**config.mk**
```make
export PLATFORM = sky130hd
export DESIGN_NAME = storebuffer
export DESIGN_NICKNAME = d
export VERILOG_FILES = /design/src/rtl/storebuffer_pkg.sv /design/src/rtl/storebuffer_fifo.sv /design/src/rtl/storebuffer.sv
export SDC_FILE = /design/constraint.sdc
export NUM_CORES = 1
export LEC_CHECK = 0
export CORE_ASPECT_RATIO = 1.1
export CORE_MARGIN = 3
export CORE_UTILIZATION = 55
export CTS_BUF_LIST = sky130_fd_sc_hd__clkbuf_8 sky130_fd_sc_hd__clkbuf_16
export DETAILED_ROUTE_END_ITERATION = 16
export PLACE_DENSITY = 0.78
export SETUP_SLACK_MARGIN = 0.3
export SYNTH_ARGS = -nofsm -noshare
export SYNTH_HDL_FRONTEND = slang
export SYNTH_SLANG_ARGS = --single-unit
```
**constraint.sdc**
```tcl
create_clock -name clk -period 6.4 [get_ports clk]
set_input_delay 0.96 -clock clk [delete_from_list [all_inputs] [get_ports clk]]
set_output_delay 0.96 -clock clk [all_outputs]
set_load 0.03 [all_outputs]
```
**src/rtl/storebuffer_pkg.sv**
```systemverilog
// Shared types for the store buffer slice (package wires).
//   mem_in_type            : core/memory request {valid, fence, instr, addr, wdata, wstrb}
//   mem_out_type           : core/memory response {ready, rdata}
//   storebuffer_entry_type : one buffered store {valid, addr, wdata, wstrb}
//   storebuffer_state_type : memory-port FSM states
//   init_storebuffer_entry : reset value of a buffer entry
package wires;

   typedef struct packed {
      logic        mem_valid;
      logic        mem_fence;
      logic        mem_instr;
      logic [31:0] mem_addr;
      logic [31:0] mem_wdata;
      logic [3:0]  mem_wstrb;
   } mem_in_type;

   typedef struct packed {
      logic        mem_ready;
      logic [31:0] mem_rdata;
   } mem_out_type;

   typedef struct packed {
      logic        valid;
      logic [31:0] addr;
      logic [31:0] wdata;
      logic [3:0]  wstrb;
   } storebuffer_entry_type;

   typedef enum logic [1:0] {
      SB_IDLE,
      SB_LOAD,
      SB_DRAIN,
      SB_FENCE
   } storebuffer_state_type;

   localparam storebuffer_entry_type init_storebuffer_entry = '{
      valid : 1'b0,
      addr  : '0,
      wdata : '0,
      wstrb : '0
   };

endpackage

```
**src/rtl/storebuffer_fifo.sv**
```systemverilog
// In-order store FIFO with per-entry word-address alias detection.
//   clk, rst (sync, active-low)
//   enq / enq_entry  : push a store at the tail
//   deq              : pop the head entry
//   match_addr       : address compared (word granularity) against valid entries
//   head_entry       : oldest buffered store
//   count            : number of valid entries (0..DEPTH)
//   match_any        : some valid entry aliases match_addr
//   fwd_hit/fwd_data : youngest aliasing entry is a full-word store, and its data
//                      (only with STOREBUFFER_FWD_EN defined)
module storebuffer_fifo
   import wires::*;
#(
   parameter int unsigned DEPTH = 4
)
(
   input  logic                        clk,
   input  logic                        rst,
   input  logic                        enq,
   input  storebuffer_entry_type       enq_entry,
   input  logic                        deq,
   input  logic [31:0]                 match_addr,
   output storebuffer_entry_type       head_entry,
   output logic [$clog2(DEPTH):0]      count,
`ifdef STOREBUFFER_FWD_EN
   output logic                        fwd_hit,
   output logic [31:0]                 fwd_data,
`endif
   output logic                        match_any
);

   localparam int unsigned PW = $clog2(DEPTH);

   storebuffer_entry_type entries [DEPTH];
   logic [PW-1:0]         head_ptr;
   logic [PW-1:0]         tail_ptr;
   logic [DEPTH-1:0]      match_vec;
   logic [1:0]            unused_addr_lo;

   assign unused_addr_lo = match_addr[1:0];
   assign head_entry     = entries[head_ptr];

   always_ff @(posedge clk) begin
      if (!rst) begin
         for (int unsigned i = 0; i < DEPTH; i++) begin
            entries[i] <= init_storebuffer_entry;
         end
         head_ptr <= '0;
         tail_ptr <= '0;
         count    <= '0;
      end else begin
         // Dequeue is written before enqueue: when full, head==tail and the
         // freed slot is refilled in the same cycle, so the new valid must win.
         if (deq) begin
            entries[head_ptr].valid <= 1'b0;
            head_ptr                <= head_ptr + PW'(1);
         end
         if (enq) begin
            entries[tail_ptr]       <= enq_entry;
            entries[tail_ptr].valid <= 1'b1;
            tail_ptr                <= tail_ptr + PW'(1);
         end
         case ({enq, deq})
            2'b10:   count <= count + (PW+1)'(1);
            2'b01:   count <= count - (PW+1)'(1);
            default: count <= count;
         endcase
      end
   end

   always_comb begin
      match_vec = '0;
      for (int unsigned i = 0; i < DEPTH; i++) begin
         match_vec[i] = entries[i].valid && (entries[i].addr[31:2] == match_addr[31:2]);
      end
   end

   assign match_any = |match_vec;

`ifdef STOREBUFFER_FWD_EN
   logic [PW-1:0] idx;

   // Walk oldest to youngest so the last hit is the youngest alias.
   always_comb begin
      fwd_hit  = 1'b0;
      fwd_data = '0;
      idx      = '0;
      for (int unsigned i = 0; i < DEPTH; i++) begin
         idx = head_ptr + PW'(i);
         if (match_vec[idx]) begin
            fwd_hit  = (entries[idx].wstrb == 4'hF);
            fwd_data = entries[idx].wdata;
         end
      end
   end
`endif

endmodule

```
**src/rtl/storebuffer.sv**
```systemverilog
// Write-back store buffer between the core request port and data memory.
//   clk, rst (sync, active-low)
//   storebuffer_in  : core request (one outstanding at a time)
//   storebuffer_out : core response, registered one-cycle ready pulse + rdata
//   dmem_in         : registered request to data memory, stable while busy
//   dmem_out        : data-memory response
// Optional feature: define STOREBUFFER_FWD_EN to answer loads from the youngest
// aliasing full-word buffered store without a memory access.
module storebuffer
   import wires::*;
#(
   parameter int unsigned DEPTH = 4
)
(
   input  logic        clk,
   input  logic        rst,
   input  mem_in_type  storebuffer_in,
   output mem_out_type storebuffer_out,
   output mem_in_type  dmem_in,
   input  mem_out_type dmem_out
);

   localparam int unsigned PW   = $clog2(DEPTH);
   localparam logic [PW:0] FULL = (PW+1)'(DEPTH);

   storebuffer_state_type state, state_n;
   mem_in_type            pend, pend_n;
   logic                  pend_valid, pend_valid_n;
   mem_in_type            dmem_r, dmem_n;
   mem_out_type           resp_r, resp_n;

   mem_in_type            req;
   logic                  req_valid;
   logic                  is_fence, is_store, is_load;
   logic                  enq, deq, can_enq;
   storebuffer_entry_type enq_entry, head_entry;
   logic [PW:0]           count;
   logic                  match_any;
   logic                  unused_instr;
`ifdef STOREBUFFER_FWD_EN
   logic                  fwd_hit;
   logic [31:0]           fwd_data;
`endif

   // A new request is acted on in its own cycle; PEND only carries it onward.
   assign req_valid    = storebuffer_in.mem_valid | pend_valid;
   assign req          = storebuffer_in.mem_valid ? storebuffer_in : pend;
   assign is_fence     = req.mem_fence;
   assign is_store     = !req.mem_fence && (req.mem_wstrb != 4'h0);
   assign is_load      = !req.mem_fence && (req.mem_wstrb == 4'h0);
   assign unused_instr = req.mem_instr;

   assign deq     = (state == SB_DRAIN) && dmem_out.mem_ready;
   assign can_enq = (count != FULL) || deq;

   assign enq_entry = '{valid : 1'b1, addr : req.mem_addr,
                        wdata : req.mem_wdata, wstrb : req.mem_wstrb};

   storebuffer_fifo #(.DEPTH(DEPTH)) u_fifo (
      .clk        (clk),
      .rst        (rst),
      .enq        (enq),
      .enq_entry  (enq_entry),
      .deq        (deq),
      .match_addr (req.mem_addr),
      .head_entry (head_entry),
      .count      (count),
`ifdef STOREBUFFER_FWD_EN
      .fwd_hit    (fwd_hit),
      .fwd_data   (fwd_data),
`endif
      .match_any  (match_any)
   );

   always_ff @(posedge clk) begin
      if (!rst) begin
         state      <= SB_IDLE;
         pend       <= '0;
         pend_valid <= 1'b0;
         dmem_r     <= '0;
         resp_r     <= '0;
      end else begin
         state      <= state_n;
         pend       <= pend_n;
         pend_valid <= pend_valid_n;
         dmem_r     <= dmem_n;
         resp_r     <= resp_n;
      end
   end

   always_comb begin
      state_n          = state;
      pend_n           = pend;
      pend_valid_n     = pend_valid;
      dmem_n           = dmem_r;
      resp_n           = resp_r;
      resp_n.mem_ready = 1'b0;
      enq              = 1'b0;

      if (storebuffer_in.mem_valid) begin
         pend_n       = storebuffer_in;
         pend_valid_n = 1'b1;
      end

      if (req_valid && is_store && can_enq) begin
         enq          = 1'b1;
         pend_valid_n = 1'b0;
         resp_n       = '{mem_ready : 1'b1, mem_rdata : '0};
      end

`ifdef STOREBUFFER_FWD_EN
      if (req_valid && is_load && (state != SB_LOAD) && fwd_hit) begin
         pend_valid_n = 1'b0;
         resp_n       = '{mem_ready : 1'b1, mem_rdata : fwd_data};
      end
`endif

      case (state)
         SB_IDLE: begin
            // fwd_hit implies match_any, so a forwarded load never issues here.
            if (req_valid && is_load && !match_any) begin
               state_n          = SB_LOAD;
               dmem_n           = '0;
               dmem_n.mem_valid = 1'b1;
               dmem_n.mem_addr  = req.mem_addr;
            end else if (count != '0) begin
               state_n          = SB_DRAIN;
               dmem_n           = '0;
               dmem_n.mem_valid = head_entry.valid;
               dmem_n.mem_addr  = head_entry.addr;
               dmem_n.mem_wdata = head_entry.wdata;
               dmem_n.mem_wstrb = head_entry.wstrb;
            end else if (req_valid && is_fence) begin
               state_n          = SB_FENCE;
               dmem_n           = '0;
               dmem_n.mem_valid = 1'b1;
               dmem_n.mem_fence = 1'b1;
            end
         end
         SB_LOAD: begin
            if (dmem_out.mem_ready) begin
               state_n      = SB_IDLE;
               dmem_n       = '0;
               pend_valid_n = 1'b0;
               resp_n       = '{mem_ready : 1'b1, mem_rdata : dmem_out.mem_rdata};
            end
         end
         SB_DRAIN: begin
            if (dmem_out.mem_ready) begin
               state_n = SB_IDLE;
               dmem_n  = '0;
            end
         end
         SB_FENCE: begin
            if (dmem_out.mem_ready) begin
               state_n      = SB_IDLE;
               dmem_n       = '0;
               pend_valid_n = 1'b0;
               resp_n       = '{mem_ready : 1'b1, mem_rdata : '0};
            end
         end
         default: begin
            state_n = SB_IDLE;
            dmem_n  = '0;
         end
      endcase
   end

   assign dmem_in         = dmem_r;
   assign storebuffer_out = resp_r;

endmodule

```
==> reports/summary.md <==
The flow ran to the end, and the final reports show no timing, DRC or antenna violations. Clock tree synthesis found a total of 460 sinks. The via count of the routed design is 13400, and the data arrival at the endpoint of the critical path is 5.29 ns. The number of flops mapped to enable cells by yosys is 272.

The logs give 0 for the final setup violation count and 0 for the hold violation count in the final report. Headroom to the max-slew limit came out at 13.7%. Ranked by total cell area, the synthesized netlist is headed by sky130_fd_sc_hd__edfxtp_1 (41%), sky130_fd_sc_hd__dfxtp_1 (19%), sky130_fd_sc_hd__mux4_2 (7.8%). Number of top-level pins: 210.

Wires add up to 50000 um. The average vias per placed instance came out at 5.92. The initial utilization of the core area, before any placement, comes to 56.2%. For the summed negative setup slack over all endpoints, the log shows 0 ns. The die covers 0.0386 sq mm. The worst path uses 75.5% of the clock period. The H-tree generated during clock tree synthesis spans 2 levels. Once detail routing completed, the nets flagged for antenna violations numbered 0.

The number of warnings printed during yosys synthesis is 0. In this run the biggest area consumer among cell types represents 41.0% of the synthesized area. The overall power of the completed layout came out at 7.73 mW. The floorplan row count came out at 72. The number of setup buffers added after CTS is 0. The maximum vdd drop is 251 uV, and the worst-path maximum fanout is 51. The detailed router finished its first iteration with 910 violations. The post-layout minimum cycle time was 4.83 ns.

The gate count after technology mapping was 1570; the maximum number of pins on one net before global-route repair was 86. For the global-route congestion overflow total, the log shows 0. The tools report the data required time of the worst path as 6.86 ns.

In this run the clock root is driven by a sky130_fd_sc_hd__clkbuf_16. The clock-pin transition on the worst setup and hold timing paths was 0.06 ns; the maximum clock path buffer count was 3. Of the total power, the share spent switching nets is 28.7%. Post-detailed-route wirelength per cell: 22.1 um. The tools report the number of global-route vias before repair as 13600. Of all cell types, the one taking the most synthesized area is sky130_fd_sc_hd__edfxtp_1.

The final number of max-transition violations was 0; the timing-limited maximum frequency was 207 MHz. Before CTS, the worst setup slack after placement is 1.09 ns. Across the whole layout, storage elements account for 0.0119 sq mm. The first global-routing pass estimated 76900 um of wire. The aggregate global-route resource usage was 25.7%; the final weighted congestion in routability-driven placement was 0.886. The net switching power of the design is 2.22 mW, and the internal power is 5.51 mW. For the pin with the worst max-slew slack, the measured transition is 1.29 ns. Per report_power, the combinational group accounts for 20.2% of the total.

The quantity of I/O buffers inserted on ports is 207. The count of maximum capacitance violations came out at 0. The floorplan step set the die height to 206 um.

The number of nets handed over by synthesis was 1682. The tools report the area of the core as 0.0355 sq mm. Setup repair after global routing left no endpoint under its margin. The cell area that synthesis handed to floorplanning was 0.0199 sq mm. The power density over the cells was 324 mW/mm^2. The netlist uses 50 different library cells. For the HPWL reported at the end of detailed placement, the log shows 29700 um.

TritonCTS built the clock tree. The run gives 0 as the DRC violations left. In this run, post-CTS hold repair placed 0 buffers.

In the synthesized netlist the async set-or-reset flop fraction comes to 0%. For the worst clock skew, the log shows 0.0208 ns. STA classifies the critical path endpoint as a register. The logs give 0 for the number of antenna violations at the first check in global routing and 0.00740 sq mm for the area of combinational cells with multiple inputs. The area growth from synthesis to layout is 19.7%. In this run the worst hold path is classified as reg -> reg. The first detailed-routing pass took 5 iterations.

The mean instance size in the synthesized netlist is 12.7 sq um. The tools report the hold slack as 0.458 ns. Number of resized instances in the post-cts repair step: 0.

The critical path launch point type was a primary input. In the final design database the tool counted 1850 nets. The filler cell count in the final layout was 2630; the sequential area share after synthesis was 59.8%. Of the total power, the clock network draws 34.4%.

The TritonCTS buffer count is 46. After synthesis the netlist holds a flip-flop and latch count of 460. The slack of the critical path is 1.57 ns, and the fraction of final layout cells sized beyond drive strength 1 is 13.1%. The worst setup path is of the in -> reg kind. The width of the die is 188 um.

For this run, the leading register cell type out of synthesis is sky130_fd_sc_hd__edfxtp_1. The proportion of power drawn by flip-flops and latches is 45.4%, and the leakage power is 8.30 nW. The clock reaches the later pin of the worst-skew pair after 0.57 ns.
[stage by stage]
stage,cell area [sq um],utilization (%),std cells
2_1_floorplan,19900,-,1570
3_3_place_gp,22400,63.0,2171
3_5_place_dp,22400,63.0,2171
4_1_cts,23900,67.3,2257
5_1_grt,23900,67.3,2257
6_report,23900,67.3,2258
[synthesized netlist by cell type, types with 2 or more instances]
cell type and count:
sky130_fd_sc_hd__nand2b_1 2, sky130_fd_sc_hd__o22ai_2 28, sky130_fd_sc_hd__o22ai_1 42, sky130_fd_sc_hd__mux2i_1 39
sky130_fd_sc_hd__buf_6 8, sky130_fd_sc_hd__dfxtp_1 188, sky130_fd_sc_hd__nand3_1 3, sky130_fd_sc_hd__o211ai_1 2
sky130_fd_sc_hd__nor3_1 7, sky130_fd_sc_hd__a21boi_0 3, sky130_fd_sc_hd__nor2_1 278, sky130_fd_sc_hd__mux4_2 69
sky130_fd_sc_hd__xor2_1 72, sky130_fd_sc_hd__edfxtp_1 272, sky130_fd_sc_hd__mux2i_2 15, sky130_fd_sc_hd__o21a_1 3
sky130_fd_sc_hd__a31oi_1 32, sky130_fd_sc_hd__buf_1 6, sky130_fd_sc_hd__buf_4 6, sky130_fd_sc_hd__clkbuf_1 86
sky130_fd_sc_hd__mux2i_4 15, sky130_fd_sc_hd__buf_2 3, sky130_fd_sc_hd__o21ai_0 3, sky130_fd_sc_hd__inv_1 45
sky130_fd_sc_hd__a32oi_1 2, sky130_fd_sc_hd__or3_1 3, sky130_fd_sc_hd__and2_1 7, sky130_fd_sc_hd__or4_1 4
sky130_fd_sc_hd__nand4_1 22, sky130_fd_sc_hd__a22o_1 32, sky130_fd_sc_hd__xnor2_1 52, sky130_fd_sc_hd__nand2_1 87
sky130_fd_sc_hd__nor4_1 42, sky130_fd_sc_hd__ha_1 5, sky130_fd_sc_hd__nor2b_1 72
[power groups by stage]
stage | Sequential, mW | Clock (mW) | Combinational [mW]
final | 3.51 | 2.66 | 1.56
after global placement | 3.56 | 0 | 1.53
after CTS | 3.51 | 2.69 | 1.56
after detailed placement | 3.57 | 0 | 1.55
after global routing | 3.54 | 2.80 | 1.66
after floorplan | 3.70 | 0 | 0.871
[layer usage]
| layer | global-route usage (%) | wire length [um] | vias up |
|---|---|---|---|
| met5 | 0 | 0 | - |
| met4 | 9.03 | 1380 | 0 |
| met3 | 7.24 | 5340 | 115 |
| met2 | 43.0 | 24200 | 671 |
| met1 | 32.3 | 19100 | 6590 |
| li1 | - | - | 5981 |
[path summary, 6_finish.rpt]
check / start / end / slack [ns] / depth (start not counted)
worst min-delay path: pend_valid / pend_valid / 0.46 / 1
worst min register to register: pend_valid / pend_valid / 0.46 / 1
worst max register to register: pend[57] / dmem_in[17] / 2.60 / 8
worst max-delay path: storebuffer_in[70] / dmem_in[17] / 1.57 / 9
[state kept, by name, indices dropped and copies added, names as in the netlist, named ones only]
register / count
u_fifo.tail_ptr: 2
storebuffer_out: 33
u_fifo.count: 3
u_fifo.head_ptr: 2
u_fifo.entries: 276
dmem_in: 70
pend: 69
state: 2
pend_valid: 1
[placed cells by master, fill, tap and decap left out, types with 3 or more instances in the layout]
cell type and n:
sky130_fd_sc_hd__a21boi_0 3, sky130_fd_sc_hd__a22o_1 32, sky130_fd_sc_hd__a31oi_1 32, sky130_fd_sc_hd__and2_1 7
sky130_fd_sc_hd__buf_4 22, sky130_fd_sc_hd__bufinv_16 3, sky130_fd_sc_hd__clkbuf_16 47, sky130_fd_sc_hd__clkbuf_8 8
sky130_fd_sc_hd__clkdlybuf4s50_1 205, sky130_fd_sc_hd__clkinv_1 10, sky130_fd_sc_hd__clkinv_2 7, sky130_fd_sc_hd__dfxtp_1 186
sky130_fd_sc_hd__edfxtp_1 272, sky130_fd_sc_hd__ha_1 5, sky130_fd_sc_hd__inv_1 54, sky130_fd_sc_hd__mux2i_1 39
sky130_fd_sc_hd__mux2i_2 15, sky130_fd_sc_hd__mux2i_4 15, sky130_fd_sc_hd__mux4_2 69, sky130_fd_sc_hd__nand2_1 79
sky130_fd_sc_hd__nand2_2 4, sky130_fd_sc_hd__nand2_4 4, sky130_fd_sc_hd__nand3_1 3, sky130_fd_sc_hd__nand4_1 22
sky130_fd_sc_hd__nor2_1 278, sky130_fd_sc_hd__nor2b_1 72, sky130_fd_sc_hd__nor3_1 6, sky130_fd_sc_hd__nor4_1 42
sky130_fd_sc_hd__o21a_1 3, sky130_fd_sc_hd__o21ai_0 3, sky130_fd_sc_hd__o22ai_1 42, sky130_fd_sc_hd__o22ai_2 28
sky130_fd_sc_hd__or3_1 3, sky130_fd_sc_hd__or4_1 4, sky130_fd_sc_hd__xnor2_1 52, sky130_fd_sc_hd__xor2_1 72
[worst max-delay path, stage by stage]
cell,delay [ns]
sky130_fd_sc_hd__buf_6,0.64
sky130_fd_sc_hd__mux2i_2,0.75
sky130_fd_sc_hd__xor2_1,0.24
sky130_fd_sc_hd__nand4_1,0.16
sky130_fd_sc_hd__or4_1,0.60
sky130_fd_sc_hd__nor4_4,0.30
sky130_fd_sc_hd__or3_1,0.45
sky130_fd_sc_hd__nand3_4,0.66
sky130_fd_sc_hd__o22ai_1,0.35
[layout make-up]
cell class	instances	share of cell area, %
Sequential cell	460	50.0
Inverter	45	0.708
Timing Repair Buffer	229	9.42
Clock buffer	55	5.39
Multi-Input combinational cell	956	31.0
Antenna cell	1	0.0105
Clock inverter	31	0.959
Tap cell	481	2.52
[logic make-up (layout without fill, tap and decap cells)]
logic type,after synthesis,count (layout),share of synthesized area (%)
and+or+nand+nor,532,532,12.2
DFF,460,460,59.8
AOI/OAI and AO/OA,155,155,6.26
buffers and inverters,154,360,3.33
muxes,138,138,12.5
xor gates and xnor gates,124,124,5.45
adders and majority gates,6,6,0.414
other,1,2,0.0188
Power figures use the tool's default switching activity.
